`src/rtl/txn_guard_if.sv`:
```
// txn_guard_if: the request (AR/AW) and response (R/B) handshakes observed
// by txn_guard.
//   master : the traffic source side (drives every signal)
//   slave  : the guard side (observes every signal, drives nothing)
// Parameter IdWidth sets the AXI ID width.
interface txn_guard_if #(
  parameter int IdWidth = 4
) ();
  logic               req_valid;
  logic               req_ready;
  logic [IdWidth-1:0] req_id;
  logic [7:0]         req_len;
  logic               rsp_valid;
  logic               rsp_ready;
  logic [IdWidth-1:0] rsp_id;
  logic               rsp_last;

  modport master (
    output req_valid, req_ready, req_id, req_len,
    output rsp_valid, rsp_ready, rsp_id, rsp_last
  );

  modport slave (
    input req_valid, req_ready, req_id, req_len,
    input rsp_valid, rsp_ready, rsp_id, rsp_last
  );
endinterface

```
`src/rtl/txn_guard.sv`:
```
// txn_guard: AXI outstanding-transaction watchdog. Each accepted request
// (AR for Mode=0, AW for Mode=1) takes a slot with a cycle budget of
// budget_i*(len+1); a matching completion (R last / B) frees the oldest slot
// with that ID. Timeout, unexpected response or slot overflow raises a
// latched fault (reset_req_o) with a one-cycle irq_o; reset_clear_i re-arms.
// Ports:
//   clk_i, rst_ni       clock, synchronous active-low reset
//   bus                 txn_guard_if.slave, observed handshakes
//   budget_i            cycles per beat (0 disables timeout for that request)
//   reset_clear_i       leave FAULT
//   reset_req_o, irq_o, irq_cause_o, irq_id_o   fault report
//   full_o, outstanding_o                       slot occupancy
//   latency_o, latency_valid_o, max_latency_o   completion latency report
// Define TXN_GUARD_LATENCY_EN to enable the latency report; otherwise those
// outputs are tied to 0.
module txn_guard #(
  parameter int MaxTxns  = 8,
  parameter int IdWidth  = 4,
  parameter int CntWidth = 16,
  parameter int Mode     = 0,
  localparam int OutW    = $clog2(MaxTxns + 1)
) (
  input  logic                clk_i,
  input  logic                rst_ni,
  txn_guard_if.slave          bus,
  input  logic [CntWidth-1:0] budget_i,
  input  logic                reset_clear_i,
  output logic                reset_req_o,
  output logic                irq_o,
  output logic [1:0]          irq_cause_o,
  output logic [IdWidth-1:0]  irq_id_o,
  output logic                full_o,
  output logic [OutW-1:0]     outstanding_o,
  output logic [CntWidth-1:0] latency_o,
  output logic                latency_valid_o,
  output logic [CntWidth-1:0] max_latency_o
);

  typedef enum logic {MONITOR, FAULT} state_t;
  state_t state;

  logic [MaxTxns-1:0]                occ;
  logic [MaxTxns-1:0][IdWidth-1:0]   sid;
  logic [MaxTxns-1:0][CntWidth-1:0]  ela;
  logic [MaxTxns-1:0][CntWidth-1:0]  bgt;
  // older[i][j]: slot i was accepted before slot j (both occupied)
  logic [MaxTxns-1:0][MaxTxns-1:0]   older;

  logic                  req_hs, cmpl, unexp, ovf, to_any, fault, do_alloc, found;
  logic [MaxTxns-1:0]    match, done, occ_after, occ_next, alloc_oh;
  logic [CntWidth+8:0]   prod;
  logic [CntWidth-1:0]   req_bgt;
  logic [IdWidth-1:0]    to_id, f_id;
  logic [1:0]            f_cause;
  logic [OutW-1:0]       cnt_next;

  always_comb begin
    req_hs = bus.req_valid & bus.req_ready;
    cmpl   = bus.rsp_valid & bus.rsp_ready & ((Mode != 0) | bus.rsp_last);

    for (int i = 0; i < MaxTxns; i++)
      match[i] = cmpl & occ[i] & (sid[i] == bus.rsp_id);

    // keep only the oldest matching slot
    for (int i = 0; i < MaxTxns; i++) begin
      done[i] = match[i];
      for (int j = 0; j < MaxTxns; j++)
        if (match[j] && older[j][i]) done[i] = 1'b0;
    end

    unexp     = cmpl & ~(|match);
    occ_after = occ & ~done;
    // a slot freed this cycle lets the request in, so overflow uses occ_after
    ovf       = req_hs & (&occ_after);

    to_any = 1'b0;
    to_id  = '0;
    for (int i = 0; i < MaxTxns; i++)
      if (!to_any && occ[i] && bgt[i] != '0 && ela[i] == bgt[i] && !done[i]) begin
        to_any = 1'b1;
        to_id  = sid[i];
      end

    alloc_oh = '0;
    found    = 1'b0;
    for (int i = 0; i < MaxTxns; i++)
      if (!found && !occ_after[i]) begin
        alloc_oh[i] = 1'b1;
        found       = 1'b1;
      end

    prod    = {9'd0, budget_i} * {{CntWidth{1'b0}}, ({1'b0, bus.req_len} + 9'd1)};
    req_bgt = (|prod[CntWidth+8:CntWidth]) ? '1 : prod[CntWidth-1:0];

    fault   = to_any | unexp | ovf;
    f_cause = to_any ? 2'b01 : (unexp ? 2'b10 : 2'b11);
    f_id    = to_any ? to_id : (unexp ? bus.rsp_id : bus.req_id);

    do_alloc = req_hs & ~fault;
    occ_next = fault ? '0 : (occ_after | (do_alloc ? alloc_oh : '0));
    cnt_next = '0;
    for (int i = 0; i < MaxTxns; i++)
      cnt_next = cnt_next + OutW'(occ_next[i]);
  end

  always_ff @(posedge clk_i) begin
    if (!rst_ni) begin
      state         <= MONITOR;
      occ           <= '0;
      reset_req_o   <= 1'b0;
      irq_o         <= 1'b0;
      irq_cause_o   <= '0;
      irq_id_o      <= '0;
      full_o        <= 1'b0;
      outstanding_o <= '0;
    end else begin
      irq_o <= 1'b0;
      case (state)
        MONITOR: begin
          occ           <= occ_next;
          full_o        <= &occ_next;
          outstanding_o <= cnt_next;
          for (int i = 0; i < MaxTxns; i++) begin
            if (do_alloc && alloc_oh[i]) begin
              sid[i] <= bus.req_id;
              ela[i] <= '0;
              bgt[i] <= req_bgt;
              // every slot still held is older than the newcomer
              for (int j = 0; j < MaxTxns; j++) begin
                older[j][i] <= occ_after[j];
                older[i][j] <= 1'b0;
              end
            end else if (ela[i] != '1) begin
              ela[i] <= ela[i] + 1'b1;
            end
          end
          if (fault) begin
            state       <= FAULT;
            reset_req_o <= 1'b1;
            irq_o       <= 1'b1;
            irq_cause_o <= f_cause;
            irq_id_o    <= f_id;
          end
        end
        FAULT: begin
          if (reset_clear_i) begin
            state       <= MONITOR;
            reset_req_o <= 1'b0;
          end
        end
        default: state <= MONITOR;
      endcase
    end
  end

`ifdef TXN_GUARD_LATENCY_EN
  logic [CntWidth-1:0] cmpl_lat;
  logic                cmpl_hit;

  always_comb begin
    cmpl_lat = '0;
    for (int i = 0; i < MaxTxns; i++)
      if (done[i]) cmpl_lat = (ela[i] == '1) ? ela[i] : ela[i] + 1'b1;
    cmpl_hit = (state == MONITOR) & (|done);
  end

  always_ff @(posedge clk_i) begin
    if (!rst_ni) begin
      latency_o       <= '0;
      latency_valid_o <= 1'b0;
      max_latency_o   <= '0;
    end else begin
      latency_valid_o <= cmpl_hit;
      if (cmpl_hit) begin
        latency_o <= cmpl_lat;
        if (cmpl_lat > max_latency_o) max_latency_o <= cmpl_lat;
      end
    end
  end
`else
  assign latency_o       = '0;
  assign latency_valid_o = 1'b0;
  assign max_latency_o   = '0;
`endif

endmodule
```
`src/flat_wrapper.sv`:
```
// flat-port wrapper written by rule: the top's interface ports become plain ports
module txn_guard_flat 
#(
  parameter int MaxTxns  = 8,
  parameter int IdWidth  = 4,
  parameter int CntWidth = 16,
  parameter int Mode     = 0,
  localparam int OutW    = $clog2(MaxTxns + 1)
)
  (clk_i, rst_ni, budget_i, reset_clear_i, reset_req_o, irq_o, irq_cause_o, irq_id_o, full_o, outstanding_o, latency_o, latency_valid_o, max_latency_o, bus_req_valid, bus_req_ready, bus_req_id, bus_req_len, bus_rsp_valid, bus_rsp_ready, bus_rsp_id, bus_rsp_last);
  txn_guard_if #(.IdWidth(IdWidth)) bus_i ();
  input  logic clk_i;
  input  logic rst_ni;
  input  logic [CntWidth-1:0] budget_i;
  input  logic reset_clear_i;
  output logic reset_req_o;
  output logic irq_o;
  output logic [1:0] irq_cause_o;
  output logic [IdWidth-1:0] irq_id_o;
  output logic full_o;
  output logic [OutW-1:0] outstanding_o;
  output logic [CntWidth-1:0] latency_o;
  output logic latency_valid_o;
  output logic [CntWidth-1:0] max_latency_o;
  input wire logic [$bits(bus_i.req_valid)-1:0] bus_req_valid;
  input wire logic [$bits(bus_i.req_ready)-1:0] bus_req_ready;
  input wire logic [$bits(bus_i.req_id)-1:0] bus_req_id;
  input wire logic [$bits(bus_i.req_len)-1:0] bus_req_len;
  input wire logic [$bits(bus_i.rsp_valid)-1:0] bus_rsp_valid;
  input wire logic [$bits(bus_i.rsp_ready)-1:0] bus_rsp_ready;
  input wire logic [$bits(bus_i.rsp_id)-1:0] bus_rsp_id;
  input wire logic [$bits(bus_i.rsp_last)-1:0] bus_rsp_last;
  assign bus_i.req_valid = bus_req_valid;
  assign bus_i.req_ready = bus_req_ready;
  assign bus_i.req_id = bus_req_id;
  assign bus_i.req_len = bus_req_len;
  assign bus_i.rsp_valid = bus_rsp_valid;
  assign bus_i.rsp_ready = bus_rsp_ready;
  assign bus_i.rsp_id = bus_rsp_id;
  assign bus_i.rsp_last = bus_rsp_last;
  txn_guard #(.MaxTxns(MaxTxns), .IdWidth(IdWidth), .CntWidth(CntWidth), .Mode(Mode)) u_core (.clk_i(clk_i), .rst_ni(rst_ni), .bus(bus_i), .budget_i(budget_i), .reset_clear_i(reset_clear_i), .reset_req_o(reset_req_o), .irq_o(irq_o), .irq_cause_o(irq_cause_o), .irq_id_o(irq_id_o), .full_o(full_o), .outstanding_o(outstanding_o), .latency_o(latency_o), .latency_valid_o(latency_valid_o), .max_latency_o(max_latency_o));
endmodule
```
`config.mk`:
```
export PLATFORM = sky130hd
export DESIGN_NAME = txn_guard_flat
export DESIGN_NICKNAME = d
export VERILOG_FILES = /design/src/rtl/txn_guard_if.sv /design/src/rtl/txn_guard.sv /design/src/flat_wrapper.sv
export SDC_FILE = /design/constraint.sdc
export NUM_CORES = 1
export LEC_CHECK = 0
export ABC_AREA = 1
export ABC_CLOCK_PERIOD_IN_PS = 10300
export CAP_MARGIN = 20
export CORE_ASPECT_RATIO = 2
export CORE_MARGIN = 2
export CORE_UTILIZATION = 60
export CTS_BUF_LIST = sky130_fd_sc_hd__clkbuf_4 sky130_fd_sc_hd__clkbuf_8
export DETAILED_ROUTE_END_ITERATION = 8
export GPL_TIMING_DRIVEN = 0
export PLACE_DENSITY = 0.81
export SLEW_MARGIN = 15
export SYNTH_ARGS = -nofsm -noshare
export SYNTH_HDL_FRONTEND = slang
export SYNTH_SLANG_ARGS = --single-unit
export TNS_END_PERCENT = 50
```
`constraint.sdc`:
```
create_clock -name clk_i -period 10.3 [get_ports clk_i]
set_clock_uncertainty 0.05 [all_clocks]
set_input_delay 1.545 -clock clk_i [delete_from_list [all_inputs] [get_ports clk_i]]
set_output_delay 1.545 -clock clk_i [all_outputs]
set_load 0.05 [all_outputs]
```
== Word-level counts from Yosys, hierarchy flattened ==
Cells that the tools add are included.

* $add $sub $neg: 16
* Multipliers: 1
* Equality and inequality tests: 26
* Mux-type cells: 169
* Bitwise operators: 31
* Reductions and logical operators: 225

{| class="wikitable"
|+ Operator list
! kind !! number
|-
| $mux 16 || 9
|-
| $mux 1 || 138
|-
| $reduce_and 3->1 || 44
|-
| $add 16x1->16 const B || 8
|-
| $eq 16x16->1 || 8
|-
| $ne 16x16->1 const B || 8
|-
| $reduce_bool 16->1 || 8
|-
| $logic_and 1x1->1 || 102
|-
| $reduce_bool 2->1 || 36
|-
| $mux 8 || 8
|-
| $mux 4 || 10
|-
| $eq 4x4->1 || 8
|-
| $logic_not 1->1 || 28
|-
| $mul 16x9->25 || 1
|-
| $add 4x1->4 || 6
|-
| $and 1x1->1 || 22
|-
| $reduce_and 8->1 || 2
|-
| $add 8x1->9 const B || 1
|-
| $mux 9 || 1
|-
| $reduce_or 9->1 || 1
|-
| $and 8x8->8 || 1
|-
| $not 8->8 || 1
|-
| $or 8x8->8 || 1
|-
| $reduce_or 8->1 || 1
|-
| 9 further kinds || 15
|}

* Bits in registers: 366
* Bits of input ports: 40
* Output and inout bits: 46
* Word-level logic and storage cells: 556

== Logic depth before layout (Yosys ltp) ==
* Depth in word-level cells: 71
* Gate-level depth with buffers: 31
* Gate-level depth less buffers: 30

== Worst setup path after synthesis ==
OpenSTA, ideal clock, no wires.

* Path kind: input to register
* From: input port bus_req_len[0]
* To: register u_core.bgt[101] (netlist name) (data pin)
* Setup time: 0.332 ns
* Arrival time: 7.281 ns
* Required time: 9.918 ns
* Setup slack: 2.637 ns
* Stages on the path: 22
* Path buffers: 2
* Cell sequence: ha_1 -> and3_1 -> xnor2_1 -> clkbuf_1 -> nor2_1 -> fa_1 -> fa_1 -> fa_1 -> fa_1 -> ha_1 -> a21oi_1 -> o21ai_0 -> a21oi_1 -> o21ai_0 -> a21boi_0 -> o21bai_1 -> a21boi_0 -> o21ai_0 -> xor2_1 -> nor3_2 -> clkbuf_1 -> nand4_1

* Word-level cells in the longest chain between the ends: 4

{| class="wikitable"
|+ RTL lines
! item !! RTL line !! text
|-
| start: declaration || flat_wrapper.sv:28 || <nowiki>input wire logic [$bits(bus_i.req_len)-1:0] bus_req_len;</nowiki>
|-
| $add 8x1->9 * || txn_guard.sv:92 || <nowiki>prod = {9'd0, budget_i} * {{CntWidth{1'b0}}, ({1'b0, bus.req_len} + 9'd1)};</nowiki>
|-
| $mul 16x9->25 * || txn_guard.sv:92 ||
|-
| $reduce_or 9->1 || txn_guard.sv:93 || <nowiki>req_bgt = (|prod[CntWidth+8:CntWidth]) ? '1 : prod[CntWidth-1:0];</nowiki>
|-
| $mux 16 * || txn_guard.sv:93 ||
|-
| via u_core.req_bgt[5] || txn_guard.sv:52 || <nowiki>logic [CntWidth-1:0] req_bgt;</nowiki>
|-
| end signal: indexed assignment || txn_guard.sv:127 || <nowiki>bgt[i] <= req_bgt;</nowiki>
|-
| end: declaration || txn_guard.sv:45 || <nowiki>logic [MaxTxns-1:0][CntWidth-1:0] bgt;</nowiki>
|}

Mark *: on every way through the listed nets, which the timed path passes. The rest lies on a longest branch.
A chain may end at the register's enable or synchronous reset.

== Worst setup path after layout ==
* From: input port bus_req_len[0]
* To: register u_core.bgt[76] (netlist name) (data pin)

The elaborated chain is that of the path after synthesis.

==> impl_metrics.json <==
{
  "die_h_um": 281.5,
  "irDropWorstVdd_v": 0.0001143,
  "min_to": "u_core.full_o",
  "synth_common_cells": "464 x nand2_1, 397 x inv_1, 344 x edfxtp_1",
  "ys_seq_area_frac": 0.4663,
  "grt_start_max_net_pins": 22,
  "core_um2": 37910,
  "synth_edf_count": 344,
  "path_class": "input port to register",
  "cts_buffers": 49,
  "hold_buffers": 0,
  "switching_share": 0.3387,
  "async_flop_share": 0,
  "hpwl_mm": 47.82,
  "layout.nets": 2836,
  "p_per_area_nw_per_um2": 176.9,
  "clk_latency_ns": 0.63,
  "drtIter0Drc": 1293,
  "place.gp.congestion": 1.010,
  "drt_first_pass_iters": 8,
  "ys.flop_type": "edfxtp_1",
  "cts-htree-levels": 2,
  "worstMarginPinSlew_ns": 0.9835,
  "wl_per_cell_um": 19.92,
  "use_met2": 0.5904,
  "via_per_inst": 5.882,
  "yosys_warnings": 0,
  "maxSlewHeadroom": 0.3407,
  "final.setup.tns_ns": 0,
  "yosys.area.top_type": "edfxtp_1",
  "n_fill_cell": 2960,
  "port_buffers": 50,
  "endpoint_kind": "register",
  "finalSetupViolCount": 0,
  "vias": 18475,
  "synth_area_leaders": "edfxtp_1 45%, fa_1 8.9%, nand2_1 7.5%",
  "rows": 101,
  "slowest_stage": "nand4_1",
  "regToRegSetupSlack_ns": 3.96,
  "seq_power_share": 0.391,
  "cp_slowest_stage_delay_ns": 0.71,
  "worst-path-buf-inv": 5,
  "grt_setup_unrepaired": "no",
  "p_int_mw": 3.012,
  "die-area_um2": 40180,
  "busiest_layer": "met2",
  "arrival_ns": 9.82,
  "comb_power_share": 0.311,
  "synth_top_area_frac": 0.4472,
  "r2r-start": "u_core.sid[22]",
  "syn_area_um2": 23100,
  "clk_pin_slew_worst_paths_ns": 0.07,
  "ant_nets": 0,
  "wl_mm": 62.56,
  "cts_sinks": 366,
  "initial_core_util": 0.6093,
  "antenna_found_initial": 6,
  "leakagePower_nw": 11.38,
  "worstHoldPathCells": 2,
  "syn_to_final_growth_pct": 11.44,
  "timing.final.crit_share": 0.9488,
  "fmax_ghz": 0.1023,
  "chipWidth_um": 142.7,
  "hold_class": "register to register",
  "cp_max_fo": 10,
  "cts_tree": "built",
  "reg2reg_depth": 27,
  "yosysMostFrequentCell": "nand2_1",
  "p_switching_mw": 1.542,
  "syn_avg_cell_area_um2": 9.292,
  "cts_root_buf": "clkbuf_8",
  "path_delay_family": "adder cells",
  "drv_slew": 0,
  "outcome": "finished clean",
  "synth_cells": 2486,
  "overflow": 0,
  "start_kind": "input port",
  "finalHoldViolations": 0,
  "worstReg2RegEnd": "u_core.outstanding_o[1]",
  "clock_path_buffers": 3,
  "use_met3": 0.03957,
  "track_usage": 0.3185,
  "drcViolationCount": 0,
  "grt_pass1_vias": 19243,
  "ys_seq_elements": 366,
  "met1_usage": 0.3144,
  "cp_data_required_time_ns": 10.35,
  "power_mw": 4.554,
  "drv_cap": 0,
  "power_frac_clock": 0.299,
  "period_needed_ns": 9.773,
  "hold_start": "u_core.full_o",
  "drive_gt1_frac": 0.08860,
  "synth_cell_type_count": 60,
  "grt_pass1_wl_mm": 98.06,
  "ios": 86
}
==> tightest hold or removal path, delay by kind of cell, from the launching register on <==
family / cells / cell delay [ns]
compound gates: 1 / 0.05
flops: 1 / 0.31
simple gates: 1 / 0.05
==> routing by layer <==
| layer | part of all wire | routed length, µm | vias up |
|---|---|---|---|
| met5 | 0.00064 | 40 | - |
| met4 | 0.096 | 6000 | 6 |
| met3 | 0.056 | 3504 | 346 |
| met2 | 0.53 | 33150 | 834 |
| met1 | 0.32 | 19860 | 8815 |
| li1 | - | - | 8474 |
==> cell type report <==
| cell class | instances | area (µm²) | area share |
|---|---|---|---|
| repair buffers | 67 | 663.1 | 0.02576 |
| multi-input cells | 1671 | 10520 | 0.4087 |
| plain buffers | 63 | 417.9 | 0.01623 |
| clock buffers | 56 | 726.9 | 0.02824 |
| diodes | 3 | 7.507 | 0.0002916 |
| clock inverters | 34 | 479.2 | 0.01862 |
| flip-flops and latches | 366 | 10770 | 0.4184 |
| inverters | 418 | 1577 | 0.06124 |
| well taps | 463 | 579.3 | 0.02250 |
==> how the worst max path moves through the flow <==
stage                   start         endpoint  slack (ns)  cells after the start
2_1_floorplan  bus_req_len[0]  u_core.bgt[101]        2.64                     22
3_3_place_gp   bus_req_len[0]   u_core.bgt[75]       -0.21                     25
3_5_place_dp   bus_req_len[0]   u_core.bgt[75]       -0.48                     23
4_1_cts        bus_req_len[0]  u_core.bgt[107]        0.14                     23
5_1_grt        bus_req_len[0]   u_core.bgt[37]        0.09                     26
6_report       bus_req_len[0]   u_core.bgt[76]        0.53                     26
==> cells by family (layout without fill, tap and decap cells) <==
logic type,Yosys count,count (layout),synth area share
AOI/OAI and AO/OA,241,241,0.06023
and+or+nand+nor,1115,1115,0.2206
DFF,366,366,0.4663
adders and majority gates,160,160,0.1201
xor gates and xnor gates,122,122,0.04626
buffers and inverters,481,638,0.08634
other,1,36,0.0001623
==> through the flow <==
| step | std cells | area (µm²) | util | setup WS, ns | hold slack, ns |
|---|---|---|---|---|---|
| after floorplan | 2518 | 23220 | - | 2.637 | 0.4626 |
| after global placement | 3031 | 24300 | 0.6410 | -0.2076 | 0.3973 |
| after detailed placement | 3035 | 24380 | 0.6431 | -0.4797 | 0.4043 |
| after CTS | 3125 | 25590 | 0.6750 | 0.1421 | 0.4182 |
| after global routing | 3141 | 25740 | 0.6790 | 0.08768 | 0.4406 |
| final | 3141 | 25740 | 0.6790 | 0.5275 | 0.4139 |
==> cells in the final DEF, fill, tap and decap left out, types with 27 or more instances in the layout <==
| cell | n |
|---|---|
| a21oi_1 | 61 |
| buf_4 | 47 |
| clkbuf_8 | 49 |
| clkdlybuf4s50_1 | 50 |
| conb_1 | 33 |
| edfxtp_1 | 344 |
| fa_1 | 103 |
| ha_1 | 57 |
| inv_1 | 397 |
| nand2_1 | 464 |
| nand3_1 | 85 |
| nand4_1 | 55 |
| nor2_1 | 306 |
| nor3_1 | 58 |
| nor3b_1 | 32 |
| nor4_1 | 51 |
| o21ai_0 | 92 |
| o22ai_1 | 27 |
| xnor2_1 | 43 |
| xor2_1 | 76 |
==> power by group through the flow <==
| stage | Clock [mW] | Combinational [mW] | Sequential, mW |
|---|---|---|---|
| final | 1.36 | 1.42 | 1.78 |
| after floorplan | 0 | 1.00 | 1.80 |
| after global routing | 1.41 | 1.58 | 1.78 |
| after global placement | 0 | 1.30 | 1.81 |
| after detailed placement | 0 | 1.37 | 1.81 |
| after CTS | 1.36 | 1.37 | 1.78 |
==> sequential cells by signal, indices dropped and copies added, names as in the netlist <==
name	count
u_core.sid	32
u_core.full_o	1
u_core.irq_cause_o	2
u_core.bgt	128
u_core.occ	8
u_core.older	56
u_core.reset_req_o	1
u_core.state	1
u_core.irq_o	1
u_core.ela	128
u_core.irq_id_o	4
u_core.outstanding_o	4
==> repair_timing <==
| item | CTS | global route |
|---|---|---|
| setup buffers | 0 | 8 |
| resized for setup | 0 | 4 |
| setup endpoints to repair | 0 | 120 |
Power figures use the tool's default switching activity.
